File: src/rtl/field_max_scanner_pkg.sv
// field_max_scanner_pkg
//    Shared definitions for the field maximum scanner: controller state
//    encoding and the default operand geometry.
//    No ports (package only).
package field_max_scanner_pkg;

   localparam int DEF_N_FIELDS = 4;
   localparam int DEF_FIELD_W  = 2;

   typedef enum logic [1:0] {
      ST_IDLE = 2'd0,
      ST_SCAN = 2'd1,
      ST_DONE = 2'd2
   } state_t;

endpackage

File: src/rtl/field_max_scanner_field_pair_cmp.sv
// field_pair_cmp
//    Combinational two-selector field comparator. Extracts two fields from a
//    packed operand and compares them as unsigned values.
//    Ports:
//       operand  in   packed word, field i = operand[i*FIELD_W +: FIELD_W]
//       sel_a    in   index of the first field (current best)
//       sel_b    in   index of the second field (candidate)
//       field_a  out  value of field[sel_a]
//       field_b  out  value of field[sel_b]
//       b_gt_a   out  field_b > field_a (unsigned, strict)
//       eq       out  field_b == field_a
module field_pair_cmp
   import field_max_scanner_pkg::*;
#(
   parameter int N_FIELDS = DEF_N_FIELDS,
   parameter int FIELD_W  = DEF_FIELD_W,
   parameter int IDX_W    = $clog2(N_FIELDS)
) (
   input  logic [N_FIELDS*FIELD_W-1:0] operand,
   input  logic [IDX_W-1:0]            sel_a,
   input  logic [IDX_W-1:0]            sel_b,
   output logic [FIELD_W-1:0]          field_a,
   output logic [FIELD_W-1:0]          field_b,
   output logic                        b_gt_a,
   output logic                        eq
);

   always_comb begin
      field_a = operand[int'(sel_a)*FIELD_W +: FIELD_W];
      field_b = operand[int'(sel_b)*FIELD_W +: FIELD_W];
      b_gt_a  = (field_b > field_a);
      eq      = (field_b == field_a);
   end

endmodule

File: src/rtl/field_max_scanner.sv
// field_max_scanner
//    Finds the largest field of a latched packed operand, one field per
//    cycle. Ties resolve to the lowest index.
//    Handshake: start is sampled only while idle; busy is high from the cycle
//    after the accepting edge through the done cycle; done pulses for one
//    cycle when max_val/max_idx/all_eq hold the new result. start while busy
//    is dropped, never queued.
//    Ports:
//       clk      in   rising-edge clock
//       rst      in   asynchronous active-high reset
//       start    in   scan request
//       X        in   packed operand, field i = X[i*FIELD_W +: FIELD_W]
//       busy     out  scan in progress
//       done     out  one-cycle result-valid pulse
//       max_val  out  maximum field value
//       max_idx  out  index of the maximum field (lowest on ties)
//       all_eq   out  every field equals max_val
module field_max_scanner
   import field_max_scanner_pkg::*;
#(
   parameter int N_FIELDS = DEF_N_FIELDS,
   parameter int FIELD_W  = DEF_FIELD_W,
   parameter int IDX_W    = $clog2(N_FIELDS)
) (
   input  logic                        clk,
   input  logic                        rst,
   input  logic                        start,
   input  logic [N_FIELDS*FIELD_W-1:0] X,
   output logic                        busy,
   output logic                        done,
   output logic [FIELD_W-1:0]          max_val,
   output logic [IDX_W-1:0]            max_idx,
   output logic                        all_eq
);

   localparam logic [IDX_W-1:0] LAST_IDX = IDX_W'(N_FIELDS - 1);

   state_t                      state;
   state_t                      state_next;
   logic [N_FIELDS*FIELD_W-1:0] x_reg;
   logic [IDX_W-1:0]            best_idx;
   logic [IDX_W-1:0]            cand_idx;
   logic                        eq_acc;

   logic [FIELD_W-1:0]          field_a;
   logic [FIELD_W-1:0]          field_b;
   logic                        b_gt_a;
   logic                        eq;
   logic                        accept;
   logic                        last;

   // eq compares the candidate with the current best rather than field 0.
   // While eq_acc is still 1 no strict win has happened, so best_idx is 0
   // and the two are identical; once eq_acc drops it stays 0 either way.
   field_pair_cmp #(
      .N_FIELDS (N_FIELDS),
      .FIELD_W  (FIELD_W),
      .IDX_W    (IDX_W)
   ) u_cmp (
      .operand (x_reg),
      .sel_a   (best_idx),
      .sel_b   (cand_idx),
      .field_a (field_a),
      .field_b (field_b),
      .b_gt_a  (b_gt_a),
      .eq      (eq)
   );

   always_ff @(posedge clk or posedge rst) begin
      if (rst) state <= ST_IDLE;
      else     state <= state_next;
   end

   always_comb begin
      state_next = state;
      accept     = 1'b0;
      last       = (cand_idx == LAST_IDX);
      case (state)
         ST_IDLE: begin
            if (start) begin
               accept     = 1'b1;
               state_next = ST_SCAN;
            end
         end
         ST_SCAN: begin
            if (last) state_next = ST_DONE;
         end
         ST_DONE: state_next = ST_IDLE;
         default: state_next = ST_IDLE;
      endcase
   end

   always_ff @(posedge clk or posedge rst) begin
      if (rst) begin
         x_reg    <= '0;
         best_idx <= '0;
         cand_idx <= '0;
         eq_acc   <= 1'b0;
         busy     <= 1'b0;
         done     <= 1'b0;
         max_val  <= '0;
         max_idx  <= '0;
         all_eq   <= 1'b0;
      end else begin
         busy <= (state_next != ST_IDLE);
         done <= (state_next == ST_DONE);
         if (accept) begin
            x_reg    <= X;
            best_idx <= '0;
            cand_idx <= IDX_W'(1);
            eq_acc   <= 1'b1;
         end else if (state == ST_SCAN) begin
            if (b_gt_a) best_idx <= cand_idx;
            eq_acc <= eq_acc & eq;
            if (!last) cand_idx <= cand_idx + IDX_W'(1);
            // The result registers take the final compare directly so they
            // are already valid in the cycle done is high.
            if (last) begin
               max_val <= b_gt_a ? field_b : field_a;
               max_idx <= b_gt_a ? cand_idx : best_idx;
               all_eq  <= eq_acc & eq;
            end
         end
      end
   end

endmodule

File: config.mk
export PLATFORM = sky130hd
export DESIGN_NAME = field_max_scanner
export DESIGN_NICKNAME = d
export VERILOG_FILES = /design/src/rtl/field_max_scanner_pkg.sv /design/src/rtl/field_max_scanner_field_pair_cmp.sv /design/src/rtl/field_max_scanner.sv
export SDC_FILE = /design/constraint.sdc
export NUM_CORES = 1
export LEC_CHECK = 0
export CORE_UTILIZATION = 46
export DETAILED_ROUTE_END_ITERATION = 6
export MAX_ROUTING_LAYER = met4
export PLACE_DENSITY_LB_ADDON = 0.3
export SYNTH_ARGS = -nofsm -noshare
export SYNTH_HDL_FRONTEND = slang
export SYNTH_SLANG_ARGS = --single-unit
File: constraint.sdc
create_clock -name clk -period 2 [get_ports clk]
set_clock_uncertainty 0.1 [all_clocks]
set_input_delay 0.2 -clock clk [delete_from_list [all_inputs] [get_ports clk]]
set_output_delay 0.2 -clock clk [all_outputs]
set_load 0.01 [all_outputs]
==> results.yml <==
outcome:
  status: "completed"
global_route:
  grt_pass1_wl_um: 3460
  grt_util_met2_pct: 30.4
  first_global_vias: 775
  grt.busiest_layer: "met2"
  grt_use_total_pct: 19.4
  grtUsageMet3_pct: 2.73
  antenna_found_initial: 0
  grt_overflow: 0
  grt_max_degree: 23
  use_met1_pct: 23.1
clock_tree:
  clkLatencyLatePin_ps: 310
  cts-buffers-inserted: 3
  cts.sinks: 22
  hold_buffers: 0
  cts_buffer_depth: 2
  clk_pin_slew_ps: 130
  h-tree-depth: 1
  cts-root-buf: "clkbuf_4"
  post_cts_buffers: 0
  cts_tree: "yes"
layout:
  drive_gt1_share_pct: 32.5
  stdcell_count: 142
  syn2layout_area_growth_pct: 32.9
  largest_reg_flops: 8
  n_antenna_cell: 0
  num-nets-final: 130
critical_path:
  crit_start: "best_idx[1]"
  required_ps: 2120
  cp-endpoint: "best_idx[0]"
  critPathKind: "reg -> reg"
  r2r_slack_ps: 50
  end_kind: "register"
  crit_fanout: 5
  r2r_start: "best_idx[1]"
  r2r_cells: 5
  crit_arrival_ps: 2080
  start_kind: "register"
  r2r_end: "best_idx[0]"
drt:
  drcViolationCount: 0
  final_antenna_net_count: 0
  dr_total_vias: 811
  first_pass_iters: 4
  finalWirelength_um: 2220
  drtIter0Drc: 21
  routed_via_density: 5.71
  wl_per_cell_um: 15.6
synth:
  synth-edff-count: 0
  synthFlopType: "dfrtp_1"
  synthCells: 87
  ys_warn_count: 0
  synthArstFlopShare_pct: 100
  yosysMostFrequentCell: "dfrtp_1"
  syn_avg_cell_area_um2: 12.5
  ys_seq_area_share_pct: 50.7
  syn_nets: 102
  synth_area_um2: 1080
  synth_seq_cells: 22
  synthDistinctLibCells: 25
  yosys.area.top_type_share_pct: 50.7
  synth_area_leader_cell: "dfrtp_1"
  synth_area_leaders: "dfrtp_1 51%, mux2_4 11%, mux4_1 4.8%"
  synthTopCellsByCount: "22 x dfrtp_1, 8 x mux2_4, 7 x inv_1, 7 x nand2_1, 7 x o21ai_0"
sta:
  setup_tns_ps: 0
  setup_viol: 0
  fmax_mhz: 512
  finalCritPeriodShare_pct: 97.7
  rsz0062_at_grt: "true"
  finalWorstSetupSlack_ps: 46.6
  worst_pin_slew_ps: 277
  slew_viol_final: 0
  slew_headroom_pct: 81.5
  hold_violations: 0
  min_period_ps: 1950
floorplanning:
  num_rows: 17
  die_h_um: 50.6
  fp.dieArea_um2: 2560
  core_area_um2: 2210
  dieWidth_um: 50.6
  initial_core_util_pct: 49.0
  ios: 18
min_path:
  hold_class: "in -> async"
place:
  dp_slack_ps: -43.3
  hpwl_um: 1550
  finalWeightedCongestion: 0.854
  dpl.cell_count: 138
  io_buffers: 17
flow_run:
  cap_viol_max_count: 0
==> routing by layer <==
metal  wire, um  part of all wire [%]  vias to the layer above
met5          0                     0                        -
met4         59                   2.7                        0
met2       1130                    51                       29
met3         91                   4.1                        8
li1           -                     -                      368
met1        933                    42                      406
==> final cells by class <==
type	count	area (um2)
clock buffers	4	36.3
fillers	185	771
inverters	9	33.8
multi-input cells	55	563
flip-flops and latches	22	551
well taps	28	35.0
repair buffers	24	223
==> cell families (layout without fill, tap and decap cells) <==
logic type	after synthesis	count (layout)	synth area share, %
flip-flops	22	22	50.7
AO/OA/AOI/OAI	19	19	11.4
AND/OR/NAND/NOR	19	19	8.08
multiplexers	13	13	21.0
buffers and inverters	10	37	4.15
adder cells (fa/ha/maj)	4	4	4.61
==> worst max-delay path, cell delays in order, from the launching register on <==
cell and delay (ps):
dfrtp_1 400, mux4_2 560, ha_4 310, nor2b_4 200
o21ai_2 90, o221ai_2 190
==> stage by stage <==
step                utilization, %  cell area, um2  hold slack, ps
floorplan                        -            1080            89.2
global placement              60.0            1330             353
detailed placement            60.0            1330             360
CTS                           62.8            1390             122
global route                  65.2            1440             141
finish                        65.2            1440             101
==> cells in the final DEF (no fill, tap or decap) <==
cell and instances:
o21ai_0 4, buf_4 7, inv_2 2, mux2_4 8, nor2b_4 1, and3_1 1, o21ai_1 1, dfrtp_1 22
mux2i_1 1, inv_1 6, clkdlybuf4s50_1 17, clkinv_1 1, a31oi_1 3, clkbuf_4 3, nor2_1 4, ha_4 2
ha_1 2, o21ai_2 2, nand2b_4 1, nand3_2 2, clkbuf_8 1, o221ai_2 1, nand3b_1 1, a22oi_1 1
a21oi_1 2, nand3_1 2, nand2_1 7, o21ba_4 1, o21bai_1 1, o22a_2 1, o221ai_1 1, mux4_2 4
o21bai_4 1
==> worst min-delay path by stage <==
stage / from / to / slack, ps / depth (start not counted)
2_1_floorplan: rst / all_eq / 90 / 1
3_3_place_gp: all_eq / all_eq / 350 / 2
3_5_place_dp: all_eq / all_eq / 360 / 2
4_1_cts: rst / max_idx[0] / 120 / 3
5_1_grt: rst / max_idx[0] / 140 / 3
6_report: rst / max_idx[0] / 100 / 3
==> repair_timing <==
item / in CTS / in global routing
gates resized for setup: 7 / 10
pin swaps: 0 / 1
setup endpoints to repair: 4 / 6
Power is not shown: default switching activity piles up to over one toggle a cycle in this logic, so the estimate is an artifact.
